===== config.mk =====
export PLATFORM = sky130hd
export DESIGN_NAME = ps2_host_tx
export DESIGN_NICKNAME = d
export VERILOG_FILES = /design/src/rtl/ps2_pkg.sv /design/src/rtl/ps2_sync_edge.sv /design/src/rtl/ps2_host_tx.sv
export SDC_FILE = /design/constraint.sdc
export NUM_CORES = 1
export LEC_CHECK = 0
export ABC_AREA = 1
export BUFFER_PORTS_ARGS = -buffer_cell sky130_fd_sc_hd__buf_4
export CAP_MARGIN = 10
export CELL_PAD_IN_SITES_DETAIL_PLACEMENT = 1
export CELL_PAD_IN_SITES_GLOBAL_PLACEMENT = 2
export CORE_MARGIN = 10
export CORE_UTILIZATION = 36
export DETAILED_ROUTE_END_ITERATION = 6
export PLACE_DENSITY = 0.91
export SKIP_CTS_REPAIR_TIMING = 1
export SLEW_MARGIN = 20
export SYNTH_ARGS = -nofsm -noshare
export SYNTH_HDL_FRONTEND = slang
export SYNTH_HIERARCHICAL = 1
export SYNTH_SLANG_ARGS = --single-unit

===== constraint.sdc =====
create_clock -name clk -period 2.4 [get_ports clk]
set_clock_uncertainty 0.05 [all_clocks]
set_input_delay 0.36 -clock clk [delete_from_list [all_inputs] [get_ports clk]]
set_output_delay 0.36 -clock clk [all_outputs]
set_load 0.05 [all_outputs]

===== src/rtl/ps2_pkg.sv =====
// ============================================================================
// Module      : ps2_pkg
// Description : Shared types and constants for the PS/2 host transmitter.
// Revision    : 1.0 - initial release
// ============================================================================
`default_nettype none

package ps2_pkg;

    typedef enum logic [2:0] {
        ST_IDLE      = 3'd0,
        ST_INHIBIT   = 3'd1,
        ST_RTS       = 3'd2,
        ST_DATA      = 3'd3,
        ST_PARITY    = 3'd4,
        ST_ACK       = 3'd5,
        ST_WAIT_IDLE = 3'd6
    } ps2_state_e;

    typedef enum logic [1:0] {
        ERR_NONE    = 2'b00,
        ERR_TIMEOUT = 2'b01,
        ERR_NACK    = 2'b10
    } ps2_err_e;

    localparam logic [7:0] c_cmd_set_leds = 8'hED;
    localparam logic [7:0] c_cmd_enable   = 8'hF4;
    localparam logic [7:0] c_cmd_resend   = 8'hFE;
    localparam logic [7:0] c_cmd_reset    = 8'hFF;

    function automatic logic odd_parity(input logic [7:0] b);
        return ~^b;
    endfunction

endpackage

`default_nettype wire


===== src/rtl/ps2_sync_edge.sv =====
// ============================================================================
// Module      : ps2_sync_edge
// Description : 3-flop synchronizer for a raw PS/2 line with falling-edge pulse.
// Revision    : 1.0 - initial release
// ============================================================================
`default_nettype none

module ps2_sync_edge (
    input  logic clk,
    input  logic rst,
    input  logic line_i,
    output logic level_o,
    output logic fall_o
);

    logic [2:0] sync_q;

    // Reset to the idle-high level so leaving reset never fakes a falling edge.
    always_ff @(posedge clk) begin
        if (rst) begin
            sync_q <= 3'b111;
        end else begin
            sync_q <= {sync_q[1:0], line_i};
        end
    end

    assign level_o = sync_q[1];
    assign fall_o  = sync_q[2] & ~sync_q[1];

endmodule

`default_nettype wire


===== src/rtl/ps2_host_tx.sv =====
// ============================================================================
// Module      : ps2_host_tx
// Description : PS/2 host-to-device command transmitter with open-drain drive.
//               Define PS2_TX_RETRY_EN to retry failed transfers MAX_RETRY times.
// Revision    : 1.0 - initial release
// ============================================================================
`default_nettype none

module ps2_host_tx #(
    parameter int INHIBIT_CYCLES = 5000,
    parameter int TIMEOUT_CYCLES = 1000000,
    parameter int MAX_RETRY      = 2
) (
    input  logic       clk,
    input  logic       rst,
    input  logic       tx_valid,
    input  logic [7:0] tx_data,
    output logic       tx_ready,
    output logic       tx_busy,
    output logic       tx_done,
    output logic       tx_err,
    output logic [1:0] err_code,
    input  logic       ps2_clk,
    input  logic       ps2_data,
    output logic       ps2_clk_oe,
    output logic       ps2_data_oe
);

    import ps2_pkg::*;

    localparam int INH_W = $clog2(INHIBIT_CYCLES + 1);
    localparam int TMO_W = $clog2(TIMEOUT_CYCLES + 1);
    localparam logic [INH_W-1:0] c_inh_last = INH_W'(INHIBIT_CYCLES - 1);
    localparam logic [TMO_W-1:0] c_tmo_max  = TMO_W'(TIMEOUT_CYCLES);

    ps2_state_e        state_q, state_d;
    logic [7:0]        byte_q, byte_d;
    logic              par_q, par_d;
    logic [2:0]        bit_idx_q, bit_idx_d;
    logic [INH_W-1:0]  inh_cnt_q, inh_cnt_d;
    logic [TMO_W-1:0]  tmo_cnt_q, tmo_cnt_d;
    logic [1:0]        err_code_q, err_code_d;
`ifdef PS2_TX_RETRY_EN
    localparam int RETRY_W = (MAX_RETRY < 1) ? 1 : $clog2(MAX_RETRY + 1);
    localparam logic [RETRY_W-1:0] c_retry_max = RETRY_W'(MAX_RETRY);
    logic [RETRY_W-1:0] retry_q, retry_d;
`endif

    logic w_clk_lvl, w_clk_fall;
    logic w_data_lvl, w_data_fall_unused;
    logic w_tmo_state, w_fail;
    logic [1:0] w_fail_code;

    ps2_sync_edge u_sync_clk (
        .clk     (clk),
        .rst     (rst),
        .line_i  (ps2_clk),
        .level_o (w_clk_lvl),
        .fall_o  (w_clk_fall)
    );

    ps2_sync_edge u_sync_data (
        .clk     (clk),
        .rst     (rst),
        .line_i  (ps2_data),
        .level_o (w_data_lvl),
        .fall_o  (w_data_fall_unused)
    );

    always_ff @(posedge clk) begin
        if (rst) begin
            state_q    <= ST_IDLE;
            byte_q     <= 8'h00;
            par_q      <= 1'b0;
            bit_idx_q  <= 3'd0;
            inh_cnt_q  <= '0;
            tmo_cnt_q  <= '0;
            err_code_q <= ERR_NONE;
`ifdef PS2_TX_RETRY_EN
            retry_q    <= '0;
`endif
        end else begin
            state_q    <= state_d;
            byte_q     <= byte_d;
            par_q      <= par_d;
            bit_idx_q  <= bit_idx_d;
            inh_cnt_q  <= inh_cnt_d;
            tmo_cnt_q  <= tmo_cnt_d;
            err_code_q <= err_code_d;
`ifdef PS2_TX_RETRY_EN
            retry_q    <= retry_d;
`endif
        end
    end

    assign w_tmo_state = (state_q == ST_RTS)    || (state_q == ST_DATA) ||
                         (state_q == ST_PARITY) || (state_q == ST_ACK)  ||
                         (state_q == ST_WAIT_IDLE);

    always_comb begin
        state_d     = state_q;
        byte_d      = byte_q;
        par_d       = par_q;
        bit_idx_d   = bit_idx_q;
        inh_cnt_d   = inh_cnt_q;
        tmo_cnt_d   = tmo_cnt_q;
        err_code_d  = err_code_q;
`ifdef PS2_TX_RETRY_EN
        retry_d     = retry_q;
`endif
        tx_ready    = 1'b0;
        tx_busy     = 1'b1;
        tx_done     = 1'b0;
        tx_err      = 1'b0;
        ps2_clk_oe  = 1'b0;
        ps2_data_oe = 1'b0;
        w_fail      = 1'b0;
        w_fail_code = ERR_NONE;

        if (w_tmo_state) begin
            tmo_cnt_d = tmo_cnt_q + 1'b1;
        end

        case (state_q)
            ST_IDLE: begin
                tx_ready = 1'b1;
                tx_busy  = 1'b0;
                if (tx_valid) begin
                    byte_d     = tx_data;
                    par_d      = odd_parity(tx_data);
                    err_code_d = ERR_NONE;
                    inh_cnt_d  = '0;
`ifdef PS2_TX_RETRY_EN
                    retry_d    = '0;
`endif
                    state_d    = ST_INHIBIT;
                end
            end
            ST_INHIBIT: begin
                ps2_clk_oe = 1'b1;
                if (inh_cnt_q == c_inh_last) begin
                    // Pull data low while clock is still held so RTS is seen cleanly.
                    ps2_data_oe = 1'b1;
                    tmo_cnt_d   = '0;
                    state_d     = ST_RTS;
                end else begin
                    inh_cnt_d = inh_cnt_q + 1'b1;
                end
            end
            ST_RTS: begin
                ps2_data_oe = 1'b1;
                if (w_clk_fall) begin
                    bit_idx_d = 3'd0;
                    state_d   = ST_DATA;
                end
            end
            ST_DATA: begin
                ps2_data_oe = ~byte_q[bit_idx_q];
                if (w_clk_fall) begin
                    if (bit_idx_q == 3'd7) begin
                        state_d = ST_PARITY;
                    end else begin
                        bit_idx_d = bit_idx_q + 3'd1;
                    end
                end
            end
            ST_PARITY: begin
                ps2_data_oe = ~par_q;
                if (w_clk_fall) begin
                    state_d = ST_ACK;
                end
            end
            ST_ACK: begin
                if (w_clk_fall) begin
                    if (!w_data_lvl) begin
                        state_d = ST_WAIT_IDLE;
                    end else begin
                        w_fail      = 1'b1;
                        w_fail_code = ERR_NACK;
                    end
                end
            end
            ST_WAIT_IDLE: begin
                if (w_clk_lvl && w_data_lvl) begin
                    tx_done = 1'b1;
                    state_d = ST_IDLE;
                end
            end
            default: begin
                state_d = ST_IDLE;
            end
        endcase

        // Timeout overrides whatever the line did in the same cycle.
        if (w_tmo_state && (tmo_cnt_q == c_tmo_max)) begin
            w_fail      = 1'b1;
            w_fail_code = ERR_TIMEOUT;
            tx_done     = 1'b0;
        end

        if (w_fail) begin
            ps2_clk_oe  = 1'b0;
            ps2_data_oe = 1'b0;
`ifdef PS2_TX_RETRY_EN
            if (retry_q < c_retry_max) begin
                retry_d   = retry_q + 1'b1;
                inh_cnt_d = '0;
                state_d   = ST_INHIBIT;
            end else begin
                tx_err     = 1'b1;
                err_code_d = w_fail_code;
                state_d    = ST_IDLE;
            end
`else
            tx_err     = 1'b1;
            err_code_d = w_fail_code;
            state_d    = ST_IDLE;
`endif
        end
    end

    assign err_code = tx_err ? w_fail_code : err_code_q;

endmodule

`default_nettype wire

# --- After elaboration in Yosys (flattened, before gate mapping) ---
# Cells that the tools add are included.
classes:
  addsub: 3
  muxes: 45
  reduce_logical: 18
  bitwise: 4
  n_lt_le_gt_ge: 1
  n_eq_ne: 20
op_table:
  columns: ["cell", "count"]
  rows:
  - ["20-bit 2-to-1 mux", 3]
  - ["3-bit 2-to-1 mux", 12]
  - ["13-bit 2-to-1 mux", 2]
  - ["13-bit case mux with 2 select lines", 1]
  - ["3-bit case mux with 7 select lines", 1]
  - ["20-bit by 1-bit adder with 20-bit output (second input constant)", 1]
  - ["20-bit == test (second input constant)", 1]
  - ["2-bit 2-to-1 mux", 8]
  - ["1-bit 2-to-1 mux", 15]
  - ["13-bit by 1-bit adder with 13-bit output (second input constant)", 1]
  - ["13-bit == test (second input constant)", 1]
  - ["3-bit == test (second input constant)", 4]
  - ["2-bit by 1-bit != test with 1-bit output (second input constant)", 6]
  - ["2-bit != test (second input constant)", 5]
  - ["9-bit AND reduction", 1]
  - ["2-bit nonzero test", 4]
  - ["8-bit XNOR reduction", 1]
  - ["3-bit by 2-bit == test with 1-bit output (second input constant)", 2]
  - ["3-bit case mux with 2 select lines", 1]
  - ["1-bit logical OR", 4]
  - ["3-bit by 4-bit less-than comparator with 1-bit output (second input constant)", 1]
  - ["1-bit case mux with 4 select lines", 1]
  - ["2-bit AND reduction", 2]
  - ["4-bit AND reduction", 1]
  - ["9 further kinds", 12]
word_totals:
  word_cells: 100
  in_bits: 13
  reg_bits: 55
  output_inout_bits: 8

# --- Logic depth before layout (Yosys ltp) ---
# Gate-level depths: netlist of run 1.
depth:
  ltp_word: 9
  ltp_mapped: 11
  depth_no_buf: 11

# --- Cells and area by module ---
# Netlist of run 1, hierarchy kept.
modules_own_cells:
  columns: ["module", "seq_area_each_um2", "cells_per_inst", "n_inst", "area_per_inst_um2"]
  rows:
  - ["ps2_host_tx", 1001.0, 448, 1, 2884.0]
  - ["ps2_sync_edge", 60.1, 12, 2, 93.8]

# --- Worst setup path after synthesis of run 1 ---
# No wires, ideal clock.
synth_path:
  kind: "flip-flop to output port"
  from: "register state_q[1]"
  to: "output ps2_data_oe"
  path_stages_with_launch: 9
  setup_slack_ns: -0.115
  n_path_buf: 0
  t_arrival_ns: 2.105
  t_required_ns: 1.990
  cell_sequence: "dfxtp_1 nand2_1 nand2_1 nand2_4 inv_2 nor2_1 nand2_2 nand2_1 a21oi_1"
synth_via:
  elab_chain_len: 8
  word_cells_on_any_way: 15
  classes_between: "6 x eq/ne; 4 x mux; 5 x reduce/logical"
synth_lines:
  columns: ["element", "line_no", "text"]
  rows:
  - ["from (decl)", "ps2_host_tx.sv:36", "ps2_state_e state_q, state_d;"]
  - ["from (signal assigned)", "ps2_host_tx.sv:83", "state_q <= state_d;"]
  - ["3-bit by 2-bit == test with 1-bit output", "ps2_host_tx.sv:96, ps2_host_tx.sv:124", null]
  - ["1-bit logical OR (2 in series)", "ps2_host_tx.sv:96", "assign w_tmo_state = (state_q == ST_RTS) || (state_q == ST_DATA) ||"]
  - ["1-bit logical OR (2 in series)", "ps2_host_tx.sv:97", "(state_q == ST_PARITY) || (state_q == ST_ACK) ||"]
  - ["1-bit logical AND", "ps2_host_tx.sv:195", "if (w_tmo_state && (tmo_cnt_q == c_tmo_max)) begin"]
  - ["1-bit 2-to-1 mux", "ps2_host_tx.sv:195", null]
  - ["1-bit 2-to-1 mux *", "ps2_host_tx.sv:201", "if (w_fail) begin"]
  - ["to (decl)", "ps2_host_tx.sv:26", "output logic ps2_data_oe"]
# Mark *: on every way between the ends. The rest lies on a longest branch, timed or not.

# --- Worst setup path in the final report of run 1 ---
layout_path:
  from: "register inh_cnt_q[0]"
  to: "output ps2_data_oe"
layout_via:
  elab_chain_len: 4
layout_lines:
  columns: ["element", "line_no", "text"]
  rows:
  - ["from (decl)", "ps2_host_tx.sv:40", "logic [INH_W-1:0] inh_cnt_q, inh_cnt_d;"]
  - ["from (signal assigned)", "ps2_host_tx.sv:87", "inh_cnt_q <= inh_cnt_d;"]
  - ["13-bit == test", "ps2_host_tx.sv:141", "if (inh_cnt_q == c_inh_last) begin"]
  - ["1-bit 2-to-1 mux", "ps2_host_tx.sv:141", null]
  - ["1-bit case mux with 4 select lines", "ps2_host_tx.sv:124", "case (state_q)"]
  - ["1-bit 2-to-1 mux", "ps2_host_tx.sv:201", null]
# Every way passes these cells.

==> impl_metrics.json, run 1 <==
{
  "synth.avg_cell_area_um2": 6.50,
  "cell_internal_pwr_mw": 1.52,
  "dp_hpwl_mm": 6.57,
  "cts_tree": "built",
  "wl_per_cell_um": 14.2,
  "crit_path_max_fanout": 5,
  "cts.sinks": 55,
  "cp-start-kind": "flop",
  "worst_slack_ns": 0.113,
  "status": "complete, no violations",
  "cts_buffers": 5,
  "drt_pass1_iterations": 4,
  "synthesis.area_um2": 3040,
  "layout_common_cells": "nand2_1, nor2_1, dfxtp_1",
  "finalHoldViolations": 0,
  "via_per_inst": 5.03,
  "num_io_pins": 21,
  "initial_utilization_pct": 37.0,
  "min_path_type": "primary input to flop",
  "setup_violations": 0,
  "synth_fp_nets": 485,
  "clockBufferDepth": 2,
  "worst_pin_slew_ns": 0.420,
  "p_comb_share_pct": 41.5,
  "max_freq_mhz": 437,
  "clock_latency_ns": 0.32,
  "wirelength_mm": 8.47,
  "swShare_pct": 44.8,
  "p_clk_share_pct": 19.7,
  "area_delta_synth_final_pct": 11.8,
  "vias": 3002,
  "clk_pin_slew_ns": 0.11,
  "max_stage_delay_ns": 0.37,
  "p_leak_nw": 1.33,
  "grt_usage_pct": 13.4,
  "crit_arrival_ns": 1.88,
  "drt_iter0_markers": 97,
  "clock-root-buffer": "clkbuf_8",
  "grt_max_degree": 24,
  "regArea_um2": 1100,
  "gp_congestion": 0.859,
  "fin_crit_ns": 2.29,
  "io_buffer_count": 20,
  "drive_gt1_share_pct": 12.0,
  "crit_path_end_kind": "primary output",
  "cp_slowest_cell": "dfxtp_1",
  "utilization_pct": 41.3,
  "final_max_slew_viol_count": 0,
  "nFillCells": 1109,
  "power_switching_mw": 1.24,
  "grt_first_pass_wirelength_mm": 14.6,
  "pwr-share-seq_pct": 38.8,
  "drtAntennaViolNets": 0,
  "final_common_cell": "nand2_1",
  "coreArea_um2": 8220,
  "path_buf_inv": 2,
  "die_h_um": 112,
  "multi_input_area_um2": 1670,
  "cp.required_ns": 1.99,
  "first_global_vias": 3168,
  "grt-ovfl-total": 0,
  "route.detailed.drc": 0,
  "whs_ns": 0.153,
  "path_class": "flop to primary output",
  "die_x_um": 112,
  "htree_num_levels": 2,
  "critPathTopFamily": "simple AND/OR/NAND/NOR gates",
  "peakVddDrop_mv": 0.790,
  "relSlewSlack_pct": 71.8,
  "power.density_cell_area_nw_per_um2": 813,
  "cap_viol_max_count": 0,
  "path_cells": "ha_2 -> nand2_1 -> nor2_1 -> nand3_2 -> o21bai_1 -> inv_1 -> a21oi_2 -> buf_6",
  "antenna_found_initial": 0,
  "nets": 509,
  "timing.final.crit_share_pct": 95.3,
  "dieArea_um2": 12500,
  "yosysWarnings": 6,
  "synth_cells": 467,
  "pre_cts_slack_ns": 0.378,
  "n_antenna_cell": 0,
  "placementRows": 33
}
## flip-flops by register name, indices dropped and copies added, names as in the netlist
| signal | count |
|---|---|
| bit_idx_q | 3 |
| byte_q | 8 |
| err_code_q | 2 |
| inh_cnt_q | 13 |
| par_q | 1 |
| state_q | 3 |
| tmo_cnt_q | 20 |
| u_sync_clk/sync_q | 3 |
| u_sync_data/sync_q | 2 |
## power by group through the flow
| stage | clock [mW] | combinational (mW) | sequential, mW |
|---|---|---|---|
| 2_1_floorplan | 0 | 0.868 | 1.07 |
| 3_3_place_gp | 0 | 1.11 | 1.07 |
| 3_5_place_dp | 0 | 1.14 | 1.08 |
| 4_1_cts | 0.556 | 1.15 | 1.06 |
| 5_1_grt | 0.596 | 1.28 | 1.08 |
| 6_report | 0.543 | 1.15 | 1.07 |
## layer usage
metal  vias to the layer above  GRT usage, %  share of wire [%]
met5                         -             0                  0
met4                         0          3.51                1.1
met3                         8          2.25                1.9
met2                        35          24.1                 50
met1                      1432          16.0                 47
li1                       1527             -                  -
## final cells by class
type	count	area share (%)
multi-input combinational	349	49.3
sequential	55	32.5
inverter	56	6.27
timing repair buffer	24	5.42
tap	105	3.87
clock buffer	5	2.03
clock inverter	3	0.553
## tightest hold or removal path: stages
cell	delay (ns)
buf_4	0.08
inv_1	0.03
nand2_1	0.04
## path summary, 6_finish.rpt
path / startpoint / to / slack [ns] / depth (start not counted)
max: inh_cnt_q[0]$_SDFFE_PP0P_ / ps2_data_oe / 0.11 / 8
min: ps2_data / u_sync_data/sync_q[0]$_SDFF_PP1_ / 0.15 / 3
max reg2reg: inh_cnt_q[0]$_SDFFE_PP0P_ / tmo_cnt_q[6]$_SDFF_PP0_ / 0.45 / 8
min reg2reg: u_sync_clk/sync_q[0]$_SDFF_PP1_ / u_sync_clk/sync_q[1]$_SDFF_PP1_ / 0.37 / 2
## stage by stage
step	total power [mW]	std cells	instance area (um^2)	setup TNS, ns
detailed placement	2.22	588	3290	0
CTS	2.77	596	3370	0
floorplan	1.94	467	3040	0
finish	2.76	597	3390	0
global route	2.96	597	3390	-0.000307
global placement	2.18	588	3290	0
Power figures use the tool's default switching activity.
==> run 2, diff against run 1 <==
--- a/config.mk
+++ b/config.mk
@@ -6,7 +6,7 @@
 export NUM_CORES = 1
 export LEC_CHECK = 0
 export ABC_AREA = 1
-export BUFFER_PORTS_ARGS = -buffer_cell sky130_fd_sc_hd__buf_4
+export BUFFER_PORTS_ARGS = -buffer_cell sky130_fd_sc_hd__buf_2
 export CAP_MARGIN = 10
 export CELL_PAD_IN_SITES_DETAIL_PLACEMENT = 1
 export CELL_PAD_IN_SITES_GLOBAL_PLACEMENT = 2
==> impl_metrics.json, run 2 (synthesis gave the netlist of run 1 again) <==
{
  "clock-root-buffer": "clkbuf_8",
  "largest_reg_flops": 20,
  "crit_path_max_fanout": 10,
  "vias": 2959,
  "crit_arrival_ns": 1.84,
  "initial_utilization_pct": 37.0,
  "dieArea_um2": 12500,
  "p_leak_nw": 1.34,
  "p_total_mw": 2.79,
  "wirelength_mm": 8.11,
  "nets": 512,
  "cp.required_ns": 1.99,
  "setup_violations": 0,
  "pwr-share-seq_pct": 38.2,
  "grt_usage_pct": 12.7,
  "cts.sinks": 55,
  "layout_common_cells": "nand2_1, nor2_1, dfxtp_1",
  "regMostFlops": "tmo_cnt_q",
  "min_path_type": "primary input to flop",
  "multi_input_area_um2": 1670,
  "peakVddDrop_mv": 0.709,
  "io_buffer_count": 20,
  "cp-start-kind": "flop",
  "grt_max_degree": 23,
  "max_freq_mhz": 444,
  "coreArea_um2": 8220,
  "power.density_cell_area_nw_per_um2": 824,
  "regArea_um2": 1100,
  "drt_pass1_iterations": 4,
  "fin_cells": 599,
  "worst_pin_slew_ns": 0.435,
  "max_stage_delay_ns": 0.38,
  "p_comb_share_pct": 39.5,
  "status": "complete, no violations",
  "drt_iter0_markers": 57,
  "clock_latency_ns": 0.31,
  "final_max_slew_viol_count": 0,
  "cell_internal_pwr_mw": 1.60,
  "wl_met3_um": 249,
  "n_antenna_cell": 0,
  "dp_hpwl_mm": 6.28,
  "finalHoldViolations": 0,
  "cts_buffers": 5,
  "htree_num_levels": 2,
  "die_h_um": 112,
  "placementRows": 33,
  "gp_congestion": 0.821,
  "route.detailed.drc": 0,
  "power_switching_mw": 1.19,
  "cp_slowest_cell": "dfxtp_2",
  "area_delta_synth_final_pct": 11.5,
  "fin_crit_ns": 2.25,
  "path_cells": "inv_2 -> nor2_2 -> inv_2 -> nor2_8 -> inv_2 -> o21bai_1 -> inv_1 -> a21oi_2 -> buf_6",
  "num_io_pins": 21,
  "swShare_pct": 42.7,
  "antenna_found_initial": 0,
  "first_global_vias": 3034,
  "p_clk_share_pct": 22.3,
  "drive_gt1_share_pct": 11.9,
  "clockBufferDepth": 2,
  "final_common_cell": "nand2_1",
  "grt-ovfl-total": 0,
  "placed_cells": 591,
  "wl_met2_mm": 3.97,
  "nFillCells": 1099,
  "clk_pin_slew_ns": 0.10,
  "highest_layer": "met4",
  "crit_path_end_kind": "primary output",
  "die_x_um": 112,
  "cts_tree": "built",
  "relSlewSlack_pct": 70.8,
  "via_per_inst": 4.94,
  "drt-met1-wl_mm": 3.81,
  "crit_top_cell": "inv_2",
  "wl_per_cell_um": 13.5,
  "timing.final.crit_share_pct": 93.8,
  "drtAntennaViolNets": 0,
  "top_regs": "tmo_cnt_q (20), inh_cnt_q (13), byte_q (8)",
  "grt_first_pass_wirelength_mm": 13.9,
  "cap_viol_max_count": 0,
  "path_class": "flop to primary output"
}
-- run 2: changes by cell type in the layout (fill, tap and decap cells not counted) --
cell       before  now
buf_4          23    7
clkbuf_1        0    1
dfxtp_2         3    2
inv_6           1    0
clkbuf_4        0    1
dfxtp_1        52   53
clkinv_2        2    0
bufinv_16       0    1
buf_2           0   18
-- run 2: cell type report --
cell class              count  share of cell area (%)
well taps                 105                    3.88
flip-flops and latches     55                    32.6
repair buffers             27                    4.77
inverters                  56                    6.28
multi-input cells         349                    49.4
clock inverters             1                   0.887
clock buffers               6                    2.14
-- run 2: worst max-delay path: cells and delay by family (launching register included) --
family	cells	cell delay, ns
AOI/OAI and AO/OA	2	0.30
and+or+nand+nor	2	0.33
DFF	1	0.38
buffers and inverters	5	0.52
-- run 2: stage by stage --
step,util (%),TNS (ns),area (um^2),worst slack [ns],hold WS (ns)
final,41.2,0,3390,0.149,0.168
after floorplan,-,0,3040,0.183,0.337
after global routing,41.2,-0.0138,3390,-0.00724,0.182
after global placement,39.7,0,3260,0.395,0.340
after detailed placement,39.7,0,3260,0.337,0.349
after CTS,40.9,-0.0355,3360,-0.0355,0.161
-- run 2: routing by layer --
| layer | track usage, % | up-vias |
|---|---|---|
| li1 | - | 1535 |
| met1 | 15.4 | 1374 |
| met2 | 22.8 | 42 |
| met3 | 2.20 | 8 |
| met4 | 2.83 | 0 |
| met5 | 0 | - |
-- run 2: path summary, 6_finish.rpt --
kind / slack [ns] / to / startpoint / cells after the start
hold reg to reg: 0.37 / u_sync_clk/sync_q[1]$_SDFF_PP1_ / u_sync_clk/sync_q[0]$_SDFF_PP1_ / 2
setup / recovery: 0.15 / ps2_data_oe / state_q[0]$_SDFFE_PP0P_ / 9
hold / removal: 0.17 / u_sync_clk/sync_q[0]$_SDFF_PP1_ / ps2_clk / 3
setup reg to reg: 0.59 / tmo_cnt_q[16]$_SDFF_PP0_ / inh_cnt_q[1]$_SDFFE_PP0P_ / 8
-- run 2: power groups by stage --
| stage | Combinational, mW | Clock (mW) | Sequential (mW) |
|---|---|---|---|
| 3_5_place_dp | 1.09 | 0 | 1.08 |
| 6_report | 1.10 | 0.622 | 1.06 |
| 4_1_cts | 1.09 | 0.644 | 1.06 |
| 5_1_grt | 1.23 | 0.676 | 1.08 |
| 2_1_floorplan | 0.868 | 0 | 1.07 |
| 3_3_place_gp | 1.08 | 0 | 1.07 |
